`src/rtl/sha256_pkg.sv`:
```
// Shared SHA-256/224 constants, round helper functions and the core state enum.
package sha256_pkg;

  typedef enum logic [1:0] {
    IDLE  = 2'd0,
    ROUND = 2'd1,
    FINAL = 2'd2
  } state_t;

  localparam logic [31:0] IV256 [8] = '{
    32'h6a09e667, 32'hbb67ae85, 32'h3c6ef372, 32'ha54ff53a,
    32'h510e527f, 32'h9b05688c, 32'h1f83d9ab, 32'h5be0cd19
  };

  localparam logic [31:0] IV224 [8] = '{
    32'hc1059ed8, 32'h367cd507, 32'h3070dd17, 32'hf70e5939,
    32'hffc00b31, 32'h68581511, 32'h64f98fa7, 32'hbefa4fa4
  };

  localparam logic [31:0] K_TAB [64] = '{
    32'h428a2f98, 32'h71374491, 32'hb5c0fbcf, 32'he9b5dba5,
    32'h3956c25b, 32'h59f111f1, 32'h923f82a4, 32'hab1c5ed5,
    32'hd807aa98, 32'h12835b01, 32'h243185be, 32'h550c7dc3,
    32'h72be5d74, 32'h80deb1fe, 32'h9bdc06a7, 32'hc19bf174,
    32'he49b69c1, 32'hefbe4786, 32'h0fc19dc6, 32'h240ca1cc,
    32'h2de92c6f, 32'h4a7484aa, 32'h5cb0a9dc, 32'h76f988da,
    32'h983e5152, 32'ha831c66d, 32'hb00327c8, 32'hbf597fc7,
    32'hc6e00bf3, 32'hd5a79147, 32'h06ca6351, 32'h14292967,
    32'h27b70a85, 32'h2e1b2138, 32'h4d2c6dfc, 32'h53380d13,
    32'h650a7354, 32'h766a0abb, 32'h81c2c92e, 32'h92722c85,
    32'ha2bfe8a1, 32'ha81a664b, 32'hc24b8b70, 32'hc76c51a3,
    32'hd192e819, 32'hd6990624, 32'hf40e3585, 32'h106aa070,
    32'h19a4c116, 32'h1e376c08, 32'h2748774c, 32'h34b0bcb5,
    32'h391c0cb3, 32'h4ed8aa4a, 32'h5b9cca4f, 32'h682e6ff3,
    32'h748f82ee, 32'h78a5636f, 32'h84c87814, 32'h8cc70208,
    32'h90befffa, 32'ha4506ceb, 32'hbef9a3f7, 32'hc67178f2
  };

  function automatic logic [31:0] rotr(input logic [31:0] x, input int unsigned n);
    return (x >> n) | (x << (32 - n));
  endfunction

  function automatic logic [31:0] sum0(input logic [31:0] x);
    return rotr(x, 2) ^ rotr(x, 13) ^ rotr(x, 22);
  endfunction

  function automatic logic [31:0] sum1(input logic [31:0] x);
    return rotr(x, 6) ^ rotr(x, 11) ^ rotr(x, 25);
  endfunction

  function automatic logic [31:0] sig0(input logic [31:0] x);
    return rotr(x, 7) ^ rotr(x, 18) ^ (x >> 3);
  endfunction

  function automatic logic [31:0] sig1(input logic [31:0] x);
    return rotr(x, 17) ^ rotr(x, 19) ^ (x >> 10);
  endfunction

  function automatic logic [31:0] ch(input logic [31:0] x, input logic [31:0] y,
                                     input logic [31:0] z);
    return (x & y) ^ (~x & z);
  endfunction

  function automatic logic [31:0] maj(input logic [31:0] x, input logic [31:0] y,
                                      input logic [31:0] z);
    return (x & y) ^ (x & z) ^ (y & z);
  endfunction

endpackage

```
`src/rtl/sha256_stream_core_round.sv`:
```
// One combinational SHA-256 round; working variables indexed 0=a .. 7=h.
module sha256_round
  import sha256_pkg::*;
(
  input  logic [31:0] vin [8],
  input  logic [31:0] k,
  input  logic [31:0] w,
  output logic [31:0] vout [8]
);

  logic [31:0] t1;
  logic [31:0] t2;

  always_comb begin
    t1 = vin[7] + sum1(vin[4]) + ch(vin[4], vin[5], vin[6]) + k + w;
    t2 = sum0(vin[0]) + maj(vin[0], vin[1], vin[2]);
    vout[0] = t1 + t2;
    vout[1] = vin[0];
    vout[2] = vin[1];
    vout[3] = vin[2];
    vout[4] = vin[3] + t1;
    vout[5] = vin[4];
    vout[6] = vin[5];
    vout[7] = vin[6];
  end

endmodule

```
`src/rtl/sha256_stream_core.sv`:
```
// Streaming SHA-256/224 compression core with per-message hash chaining.
// state | meaning
// IDLE  | waiting for a block; blk_ready high, digest held
// ROUND | UNROLL rounds per clock over the 16-word schedule window
// FINAL | fold working vars into H and publish the digest
module sha256_stream_core
  import sha256_pkg::*;
#(
  parameter int UNROLL = 1
) (
  input  logic         clk,
  input  logic         clr,
  input  logic         blk_valid,
  output logic         blk_ready,
  input  logic         blk_first,
  input  logic         mode_224,
  input  logic [511:0] blk_data,
  output logic [255:0] digest,
  output logic         digest_valid,
  output logic         busy
);

  localparam int         NROUND_CYC = 64 / UNROLL;
  localparam logic [5:0] LAST_RND   = 6'(64 - UNROLL);

  if (UNROLL != 1 && UNROLL != 2 && UNROLL != 4) begin : g_bad_unroll
    $error("sha256_stream_core: UNROLL must be 1, 2 or 4 (NROUND_CYC=%0d)", NROUND_CYC);
  end

  state_t      state;
  logic [5:0]  rnd;
  logic        mode_q;
  logic [31:0] win     [16];
  logic [31:0] win_nxt [16];
  logic [31:0] h_q     [8];
  logic [31:0] v_q     [8];
  logic [31:0] h_sum   [8];
  logic [31:0] chain   [UNROLL+1][8];
  logic [31:0] k_w     [UNROLL];

  // Extend the window by UNROLL words, then drop the UNROLL oldest ones.
  always_comb begin
    logic [31:0] ext [16+UNROLL];
    for (int i = 0; i < 16 + UNROLL; i++) ext[i] = '0;
    for (int i = 0; i < 16; i++) ext[i] = win[i];
    for (int j = 0; j < UNROLL; j++)
      ext[16+j] = sig1(ext[14+j]) + ext[9+j] + sig0(ext[1+j]) + ext[j];
    for (int i = 0; i < 16; i++) win_nxt[i] = ext[i+UNROLL];
  end

  always_comb begin
    for (int i = 0; i < 8; i++) h_sum[i] = h_q[i] + v_q[i];
  end

  assign chain[0] = v_q;

  for (genvar j = 0; j < UNROLL; j++) begin : g_round
    localparam logic [5:0] JOFS = 6'(j);
    assign k_w[j] = K_TAB[rnd + JOFS];
    sha256_round u_round (
      .vin  (chain[j]),
      .k    (k_w[j]),
      .w    (win[j]),
      .vout (chain[j+1])
    );
  end

  always_ff @(posedge clk or negedge clr) begin
    if (!clr) begin
      state        <= IDLE;
      blk_ready    <= 1'b0;
      busy         <= 1'b0;
      digest       <= '0;
      digest_valid <= 1'b0;
      mode_q       <= 1'b0;
      rnd          <= '0;
      for (int i = 0; i < 8; i++) begin
        h_q[i] <= IV256[i];
        v_q[i] <= '0;
      end
      for (int i = 0; i < 16; i++) win[i] <= '0;
    end else begin
      case (state)
        IDLE: begin
          if (blk_valid && blk_ready) begin
            for (int i = 0; i < 16; i++) win[i] <= blk_data[511-32*i -: 32];
            if (blk_first) begin
              mode_q <= mode_224;
              for (int i = 0; i < 8; i++) begin
                h_q[i] <= mode_224 ? IV224[i] : IV256[i];
                v_q[i] <= mode_224 ? IV224[i] : IV256[i];
              end
            end else begin
              for (int i = 0; i < 8; i++) v_q[i] <= h_q[i];
            end
            digest       <= '0;
            digest_valid <= 1'b0;
            rnd          <= '0;
            busy         <= 1'b1;
            blk_ready    <= 1'b0;
            state        <= ROUND;
          end else begin
            blk_ready <= 1'b1;
          end
        end
        ROUND: begin
          v_q <= chain[UNROLL];
          win <= win_nxt;
          rnd <= rnd + 6'(UNROLL);
          if (rnd == LAST_RND) state <= FINAL;
        end
        FINAL: begin
          for (int i = 0; i < 8; i++) begin
            h_q[i] <= h_sum[i];
            digest[255-32*i -: 32] <= (mode_q && i == 7) ? 32'h0 : h_sum[i];
          end
          digest_valid <= 1'b1;
          busy         <= 1'b0;
          blk_ready    <= 1'b1;
          state        <= IDLE;
        end
        default: begin
          state     <= IDLE;
          busy      <= 1'b0;
          blk_ready <= 1'b0;
        end
      endcase
    end
  end

endmodule

```
`config.mk`:
```
export PLATFORM = sky130hd
export DESIGN_NAME = sha256_stream_core
export DESIGN_NICKNAME = d
export VERILOG_FILES = /design/src/rtl/sha256_pkg.sv /design/src/rtl/sha256_stream_core_round.sv /design/src/rtl/sha256_stream_core.sv
export SDC_FILE = /design/constraint.sdc
export NUM_CORES = 2
export LEC_CHECK = 0
export ABC_CLOCK_PERIOD_IN_PS = 10000
export BUFFER_PORTS_ARGS = -buffer_cell sky130_fd_sc_hd__buf_2
export CAP_MARGIN = 40
export CORE_UTILIZATION = 25
export DETAILED_ROUTE_END_ITERATION = 10
export GPL_ROUTABILITY_DRIVEN = 0
export GPL_TIMING_DRIVEN = 0
export HOLD_SLACK_MARGIN = 0.02
export PLACE_DENSITY_LB_ADDON = 0.3
export SYNTH_ARGS = -nofsm -noshare
export SYNTH_HDL_FRONTEND = slang
export SYNTH_SLANG_ARGS = --single-unit
```
`constraint.sdc`:
```
create_clock -name clk -period 10 [get_ports clk]
set_input_delay 1.5 -clock clk [delete_from_list [all_inputs] [get_ports clk]]
set_output_delay 1.5 -clock clk [all_outputs]
set_load 0.02 [all_outputs]
```
==> flow_summary_export.csv <==
group,metric,value,unit
clocking,clockBufferDepth,4,
synth,yosysSeqAreaShare,39.4,%
run,cap_violations,0,
setup_path,required,10810,ps
global_route,top_usage_layer,"met2",
clocking,path_clk_slew,60,ps
synth,synth_nets,10700,
setup_path,crit_buf_inv,6,
place,port_buffers,775,
timing,finalClockSkew,119,ps
synth,synthArstFlopShare,100,%
synth,synth_top_area_share,35.1,%
min_path,hp-class,"reg2reg",
synth,yosys-top-cells-area,"dfrtp_1, nand2_1, ha_1",
synth,synthFlopType,"dfrtp_1",
setup_path,end_kind,"flop",
setup_path,cp_common_cell,"o21ai_0",
synth,yosys_warnings,0,
synth,synth.distinct_cells,103,
layout,nets,11900,
floorplanning,io_pins,776,
timing,hold_viol_final,0,
layout,final_common_cell,"nand2_1",
synth,syn_inst,9637,
clocking,ctsHoldBuffers,0,
clocking,post-cts-setup-buffers,0,
route,antenna_left,0,
setup_path,crit_slowest_cell,"fa_1",
synth,synthSimpleGateAreaFrac,16.7,%
global_route,grt_pass1_vias,78100,
timing,setup_viol,0,
global_route,antenna_found_initial,93,
synth,netlist_area,0.0825,mm²
place,hpwl,373000,µm
setup_path,crit_arrival,10470,ps
layout,multiInputGateArea,0.0459,mm²
setup_path,cp_top_family,"compound AO/OA/AOI/OAI gates",
floorplanning,die_y,576,µm
timing,setup-tns-final,0,ps
global_route,grt_pass1_wl,623000,µm
setup_path,reg2reg_slack,340,ps
global_route,overflow,0,
layout,n_fill_cell,35200,
synth,ys_ff_latch,1292,
global_route,grt_max_degree,153,
clocking,cts_tree,"built",
layout,layout-drive-gt1-share,13.5,%
layout,syn2layout_area_growth,21.1,%
route,via_per_inst,5.37,
floorplanning,initial_core_util,25.2,%
floorplanning,num_rows,210,
timing,rsz0062_at_grt,"false",
clocking,clock_latency,910,ps
floorplanning,die_x,576,µm
floorplanning,coreArea,0.328,mm²
global_route,use_met3,9.69,%
timing,worst_slack,343,ps
global_route,track_usage,26.7,%
synth,synth_top_family_by_area,"compound AO/OA/AOI/OAI gates",
synth,avgSynthCellArea,8.56,µm²
timing,slew_headroom,28.9,%
timing,fin_crit,9660,ps
floorplanning,dieArea,0.332,mm²
layout,ff_latch_area,0.0325,mm²
timing,fin_crit_sh,96.6,%
setup_path,crit_path_start_kind,"flop",
setup_path,cpPeakStageDelay,630,ps
global_route,met2_usage,40.4,%
route,drt_iter0_drc,10300,
synth,synth_compound_area_share,20.8,%
setup_path,cp_max_fo,10,
synth,synth_xor_xnor_area_share,5.93,%
route,wl_per_cell,30.0,µm
timing,slew_violations,0,
clocking,cts-buffers-inserted,165,
synth,synth_area_leader_cell,"dfrtp_1",
global_route,use_met1,31.9,%
outcome,status,"complete, but fails checks",
clocking,cts_sinks,1292,
synth,synthAdderAreaFrac,11.0,%
synth,synth_edf_count,0,
route,wirelength,458000,µm
clocking,htree_levels,4,
route,first_pass_iters,11,
timing,max_freq,104,MHz
route,route.detailed.drc,3,
timing,tightestPinTransition,1070,ps
outcome,violations,"design-rule violations",
clocking,cts_root_buf,"clkbuf_16",
synth,synth_mux_area_share,1.19,%
place,dp_slack,39.2,ps
setup_path,critPathKind,"reg2reg",
layout,final_cell_mix,"nand2_1, dfrtp_1, nor2_1",
route,vias,82000,
==> cells by family (layout without fill, tap and decap cells) <==
family	Yosys count	count (layout)
xor+xnor	557	557
buf+inv	1097	2338
compound gates	2655	2655
fa+ha+maj	615	615
mux	85	85
flops	1292	1292
other cells	0	40
simple gates	3336	3336
==> final cells by class <==
cell class	instances	share of cell area, %
sequential	1292	32.5
inverter	431	1.62
antenna	40	0.100
buffer	666	2.56
clock inverter	60	0.755
multi-input combinational	7248	45.9
tap	4346	5.44
timing repair buffer	942	6.22
clock buffer	239	4.82
==> per-layer routing <==
metal | part of all wire, % | wire length (µm)
met5 | 0.19 | 857
met2 | 42 | 193000
met4 | 8.2 | 37800
met3 | 12 | 54200
met1 | 38 | 172000
==> state kept, by name, indices dropped and copies added (netlist names) <==
register / flops
blk_ready: 1
busy: 1
chain: 256
digest: 256
digest_valid: 1
h_q: 256
mode_q: 1
rnd: 6
state: 2
win: 512
==> synth_stat cells (61+ instances only) <==
cell	number
o31ai_1	90
buf_1	61
nor3_1	141
clkbuf_1	603
a22o_1	113
nand3_1	123
xnor2_1	354
a21o_1	214
nor2_1	940
a31oi_1	527
xor2_1	202
dfstp_2	136
a211oi_1	61
dfrtp_1	1156
fa_1	195
inv_1	429
a21oi_1	624
nand2_1	1812
o211ai_1	61
and3_1	77
o21ai_0	478
ha_1	399
==> metrics by stage <==
stage               utilization, %  cell area [µm²]  cells  hold slack [ps]
floorplan                        -            82500   9637              450
global placement              28.0            91800  14800              456
detailed placement            28.7            94200  14900              458
CTS                           30.4            99700  15200              474
global route                  30.5            99800  15200              485
finish                        30.5            99900  15300              470
==> path summary, 6_finish.rpt <==
check / depth (start not counted) / from / end
worst max-delay path: 34 / rnd[1]$_DFFE_PN0P_ / chain[511]$_DFFE_PN0P_
max in group asynchronous: 5 / clr / digest[36]$_DFFE_PN0P_
worst max register to register: 34 / rnd[1]$_DFFE_PN0P_ / chain[511]$_DFFE_PN0P_
worst min-delay path: 2 / digest[138]$_DFFE_PN0P_ / digest[138]$_DFFE_PN0P_
min in group asynchronous: 1 / clr / win[355]$_DFFE_PN0P_
worst min register to register: 2 / digest[138]$_DFFE_PN0P_ / digest[138]$_DFFE_PN0P_
==> worst min-delay path: stages (launching register included) <==
cell and delay (ps):
dfrtp_1 340, nand2_1 50, nand2_1 50
==> what timing repair did <==
action	in CTS	in global routing
endpoints found under the hold margin	0	0
gates resized for setup	0	7
endpoints found under the setup margin	0	12
Power is left out: the tool's default activity adds up to more than one toggle a clock period on the data nets, which glitch-free logic cannot reach.
